**config.mk**
```make
export PLATFORM = sky130hd
export DESIGN_NAME = ahb_wrap_cache_if
export DESIGN_NICKNAME = d
export VERILOG_FILES = /design/src/rtl/ahb_wrap_cache_if.sv
export SDC_FILE = /design/constraint.sdc
export NUM_CORES = 1
export LEC_CHECK = 0
export CORE_AREA = 2 2 327 329
export CTS_CLUSTER_SIZE = 14
export DETAILED_ROUTE_END_ITERATION = 10
export DIE_AREA = 0 0 329 331
export PLACE_DENSITY = 0.43
export SYNTH_ARGS = -nofsm -noshare
export SYNTH_HDL_FRONTEND = slang
export SYNTH_SLANG_ARGS = --single-unit
```
**constraint.sdc**
```tcl
create_clock -name HCLK -period 4.3 [get_ports HCLK]
set_clock_uncertainty 0.05 [all_clocks]
set_input_delay 0.645 -clock HCLK [delete_from_list [all_inputs] [get_ports HCLK]]
set_output_delay 0.645 -clock HCLK [all_outputs]
set_load 0.02 [all_outputs]
```
**src/rtl/ahb_wrap_cache_if.sv**
```systemverilog
// rtl/ahb_wrap_cache_if.sv - cache line fetch/writeback bursts onto AHB; macro AHB_WRAP_BURST_EN selects critical-beat-first WRAP fetches
module ahb_wrap_cache_if #(
    parameter int AHBW         = 64,
    parameter int PA_BITS      = 56,
    parameter int BEATSPERLINE = 8,
    localparam int LINELEN     = AHBW * BEATSPERLINE,
    localparam int BCW         = $clog2(BEATSPERLINE)
) (
    input  logic               HCLK,
    input  logic               HRESETn,
    input  logic               HREADY,
    input  logic               HRESP,
    input  logic [AHBW-1:0]    HRDATA,
    output logic [1:0]         HTRANS,
    output logic               HWRITE,
    output logic [2:0]         HSIZE,
    output logic [2:0]         HBURST,
    output logic [PA_BITS-1:0] HADDR,
    output logic [AHBW-1:0]    HWDATA,
    input  logic [PA_BITS-1:0] CacheBusAdr,
    input  logic [1:0]         CacheBusRW,
    input  logic [AHBW-1:0]    CacheWriteBeat,
    input  logic               Flush,
    output logic [BCW-1:0]     BeatCount,
    output logic [LINELEN-1:0] FetchBuffer,
    output logic               CritValid,
    output logic               CacheBusAck,
    output logic               CacheBusErr,
    output logic               BusStall
);
    localparam int OFF = $clog2(AHBW / 8);
    localparam logic [2:0] INCR_CODE = (BEATSPERLINE == 4) ? 3'b011 :
                                       (BEATSPERLINE == 8) ? 3'b101 : 3'b111;
    localparam logic [2:0] WRAP_CODE = (BEATSPERLINE == 4) ? 3'b010 :
                                       (BEATSPERLINE == 8) ? 3'b100 : 3'b110;

    typedef enum logic [1:0] {IDLE, FETCH, WRITE, DONE} state_t;
    state_t state, state_n;

    logic           req, fetch_c, dphase_done, err_now;
    logic           is_fetch, data_valid, err_r;
    logic [BCW-1:0] start_c, addr_beat, data_beat, data_cnt;
    logic [BCW:0]   issued;

    assign req         = (CacheBusRW != 2'b00) && !Flush;
    assign dphase_done = data_valid && HREADY;
    assign err_now     = data_valid && HRESP;
    assign fetch_c     = (state == IDLE) ? CacheBusRW[1] : is_fetch;

`ifdef AHB_WRAP_BURST_EN
    logic [BCW-1:0] crit_beat;
    logic           crit_r;
    logic           unused_adr;
    assign unused_adr = ^CacheBusAdr[OFF-1:0];
    assign start_c    = (req && CacheBusRW[1]) ? CacheBusAdr[OFF +: BCW] : '0;
    assign HBURST     = fetch_c ? WRAP_CODE : INCR_CODE;
    assign CritValid  = crit_r;
`else
    logic unused_adr;
    assign unused_adr = ^CacheBusAdr[OFF+BCW-1:0];
    assign start_c    = '0;
    assign HBURST     = INCR_CODE;
    // Without wrapping the critical beat is not known early, so restart waits for the whole line.
    assign CritValid  = (state == DONE) && is_fetch && !err_r;
`endif

    assign HSIZE       = (AHBW == 64) ? 3'b011 : 3'b010;
    assign HADDR       = {CacheBusAdr[PA_BITS-1:OFF+BCW], BeatCount, {OFF{1'b0}}};
    assign CacheBusAck = (state == DONE);
    assign CacheBusErr = (state == DONE) && err_r;
    assign BusStall    = (state != IDLE) || req;

    always_comb begin
        state_n   = state;
        HTRANS    = 2'b00;
        HWRITE    = 1'b0;
        BeatCount = addr_beat;
        case (state)
            IDLE: begin
                BeatCount = start_c;
                HWRITE    = CacheBusRW[0];
                if (req) begin
                    HTRANS = 2'b10;
                    if (HREADY) state_n = CacheBusRW[1] ? FETCH : WRITE;
                end
            end
            FETCH, WRITE: begin
                HWRITE = !is_fetch;
                if (issued < (BCW+1)'(BEATSPERLINE)) HTRANS = 2'b11;
                if (err_now) state_n = DONE;
                else if (dphase_done && data_cnt == BCW'(BEATSPERLINE - 1)) state_n = DONE;
            end
            default: state_n = IDLE;
        endcase
    end

    always_ff @(posedge HCLK or negedge HRESETn) begin
        if (!HRESETn) begin
            state       <= IDLE;
            is_fetch    <= 1'b0;
            addr_beat   <= '0;
            issued      <= '0;
            data_cnt    <= '0;
            data_beat   <= '0;
            data_valid  <= 1'b0;
            err_r       <= 1'b0;
            HWDATA      <= '0;
            FetchBuffer <= '0;
`ifdef AHB_WRAP_BURST_EN
            crit_beat   <= '0;
            crit_r      <= 1'b0;
`endif
        end else begin
            state <= state_n;
            if (state == IDLE) begin
                if (req && HREADY) begin
                    is_fetch  <= CacheBusRW[1];
                    addr_beat <= start_c + BCW'(1);
                    issued    <= (BCW+1)'(1);
                    data_cnt  <= '0;
                    err_r     <= 1'b0;
`ifdef AHB_WRAP_BURST_EN
                    crit_beat <= start_c;
`endif
                end
            end else if (state != DONE) begin
                if (HTRANS[1] && HREADY) begin
                    addr_beat <= addr_beat + BCW'(1);
                    issued    <= issued + (BCW+1)'(1);
                end
                if (dphase_done) data_cnt <= data_cnt + BCW'(1);
                if (err_now) err_r <= 1'b1;
            end
            // Data-phase tracker trails the address phase by one accepted beat.
            if (err_now) begin
                data_valid <= 1'b0;
            end else if (HREADY) begin
                data_valid <= HTRANS[1];
                data_beat  <= BeatCount;
            end
            if (HREADY && HTRANS[1] && HWRITE) HWDATA <= CacheWriteBeat;
            if (state == FETCH && dphase_done && !HRESP)
                FetchBuffer[int'(data_beat)*AHBW +: AHBW] <= HRDATA;
`ifdef AHB_WRAP_BURST_EN
            crit_r <= (state == FETCH) && dphase_done && !HRESP && (data_beat == crit_beat);
`endif
        end
    end
endmodule

```
==> flow_summary.toml <==
[synth]
yosysMostFrequentCell = "dfrtp_1"
yosys_register_bits = 594
syn-cell-area_sq_mm = 0.0238
yosysWarnings = 0
ys_types = 40
yosys_most_used_dff = "dfrtp_1"
postSynthCellCount = 1537
synthArstFlopShare = 1.00
yosysTopAreaCell = "dfrtp_1"
ys_top_cells_by_area = "dfrtp_1 62%, mux2_2 21%, mux2_1 6.2%, and2_1 3.4%, buf_4 2.1%"
synth-seq-area-share = 0.625
yosysTopAreaCellShare = 0.625
syn_area_per_cell_sq_um = 15.5
synthTopCellsByCount = "594 x dfrtp_1, 442 x mux2_2, 132 x mux2_1"
synth_edf_count = 0

[drt]
vias_per_cell = 4.16
final_antenna_net_count = 0
drt_iter0_markers = 447
wire_per_inst_microns = 23.1
drc = 0
first_pass_iters = 5
vias = 15300
drt_wl_total_microns = 85100

[clocking]
cts.path.max_buffers = 3
cts_tree = "built"
clock_latency_ns = 0.64
cts-hold-fix-buffers = 0
clock_sinks = 594
cts_root_buffer = "clkbuf_16"
clkTransAtPathRegs_ns = 0.06
cts_buffers = 73
post_cts_resized = 0
htreeDepth = 3
cts_setup_buffers = 0

[power]
power_density_mw_per_mm2 = 576
peakVddDrop_uv = 403
power.leakage_uw = 0.0162
finalPower_uw = 20100

[worst_setup_path]
cpPeakStageDelay_ns = 0.73
rr_startpoint = "data_beat[0]$_DFFE_PN0P_"
crit_required_ns = 3.61
r2r_cells = 7
crit_path_top_delay_cell = "clkdlybuf4s50_1"
arrival_ns = 2.77
cp_max_fo = 14
crit_path_start_kind = "flip-flop"
reg2reg_slack_ns = 1.21
worstPathCellList = "inv_1 > ha_1 > nor2b_1 > clkdlybuf4s50_1"
r2r-end = "FetchBuffer[10]$_DFFE_PN0P_"
worstSetupPathType = "reg -> out"
worstSetupEndpointType = "output pin"

[final_layout]
nets = 2439
postLayoutCellArea_sq_mm = 0.0348
area_growth_pct = 46.5
drive_above_1_share = 0.266

[timing]
finalCriticalPeriod_ns = 3.47
slew_violations = 0
timing.hold.ws_ns = 0.0284
hold_viol = 0
slew_headroom = 0.427
tightest_slew_ns = 0.858
clock.fmax_mhz = 288
timing.final.crit_share = 0.806
setup_viol = 0
tns_ns = 0
rsz0062_at_grt = "no"

[floorplanning]
num_io_pins = 839
die_h_microns = 331
dieWidth_microns = 329
initial_utilization = 0.227
die-area_sq_mm = 0.109
design.core.area_sq_mm = 0.105
row_count = 119

[global_route]
gr-total-overflow = 0
grt_pass1_wl_microns = 122000
antenna_found_initial = 7
gr-usage-all-layers = 0.153
grt_pass1_vias = 16900
grt_max_degree = 90

[flow_run]
drv_cap = 0

[worst_hold_path]
hold_path.class = "in -> async"

[placement]
postPlaceCellArea_sq_mm = 0.0324
portBuffers = 723
place_congestion = 0.763
dp_hpwl_microns = 60500

[status]
status = "finished clean"
==> cells by family after synthesis <==
group | synth area share
DFF | 0.625
and+or+nand+nor | 0.0449
other | 0.000316
muxes | 0.279
AOI/OAI and AO/OA | 0.00710
adders and majority gates | 0.00578
buffers and inverters | 0.0386
==> state kept, by name, indices dropped and copies added (netlist names) <==
register and count:
FetchBuffer 512, HWDATA 64, addr_beat 3, data_beat 3, data_cnt 3, data_valid 1
err_r 1, is_fetch 1, issued 4, state 2
==> cells in the final DEF, fill, tap and decap left out, types with 9 or more instances in the layout <==
cell type / synthesis / layout
buf_4: 68 / 19
clkinv_2: 0 / 11
ha_1: 11 / 11
and2_1: 130 / 130
clkbuf_16: 0 / 75
buf_12: 0 / 15
dfrtp_1: 594 / 593
clkdlybuf4s50_1: 0 / 722
clkbuf_8: 0 / 16
mux2_2: 442 / 442
conb_1: 2 / 9
nor2_1: 14 / 12
clkbuf_1: 17 / 19
mux2_1: 132 / 132
==> power breakdown <==
part | switching (uW) | internal, uW
Sequential | 592 | 6620
Combinational | 3580 | 3070
Clock | 2470 | 3730
Total | 6640 | 13400
==> worst max-delay path: cells and delay by family (launching register included) <==
family | cells | cell delay, ns
fa+ha+maj | 1 | 0.35
buf+inv | 2 | 0.79
simple gates | 1 | 0.57
flops | 1 | 0.41
==> per-layer routing <==
metal | GRT usage | wire length, microns | share of wire | up-vias
li1 | - | - | - | 6703
met1 | 0.174 | 32900 | 0.39 | 7949
met2 | 0.271 | 43300 | 0.51 | 557
met3 | 0.0554 | 6920 | 0.081 | 129
met4 | 0.0390 | 1920 | 0.023 | 4
met5 | 0 | 27 | 0.00032 | -
==> worst max path at each step <==
| stage | startpoint | end | slack [ns] | cells after the start |
|---|---|---|---|---|
| after floorplan | data_beat[0]$_DFFE_PN0P_ | FetchBuffer[216]$_DFFE_PN0P_ | 1.76 | 9 |
| after global placement | HREADY | FetchBuffer[478]$_DFFE_PN0P_ | 0.84 | 6 |
| after detailed placement | HREADY | FetchBuffer[474]$_DFFE_PN0P_ | 0.84 | 6 |
| after CTS | state[0]$_DFFE_PN0P_ | HADDR[3] | 0.72 | 4 |
| after global routing | state[0]$_DFFE_PN0P_ | HADDR[3] | 0.67 | 4 |
| final | state[0]$_DFFE_PN0P_ | HADDR[3] | 0.83 | 4 |
==> cell type report <==
cell class / instances / area, sq um
Inverter: 8 / 30.0
Tap cell: 1391 / 1740
Clock inverter: 20 / 249
Multi-Input combinational cell: 803 / 8090
Fill cell: 10400 / 70100
Sequential cell: 594 / 14900
Clock buffer: 110 / 2170
Antenna cell: 6 / 15.0
Timing Repair Buffer: 757 / 7680
==> per-stage QoR <==
stage,instances,util,setup slack (ns)
after floorplan,1544,-,1.76
final,3689,0.332,0.833
after global routing,3684,0.332,0.666
after detailed placement,3553,0.309,0.835
after global placement,3553,0.309,0.843
after CTS,3683,0.332,0.721
(Power assumes the default switching activity.)
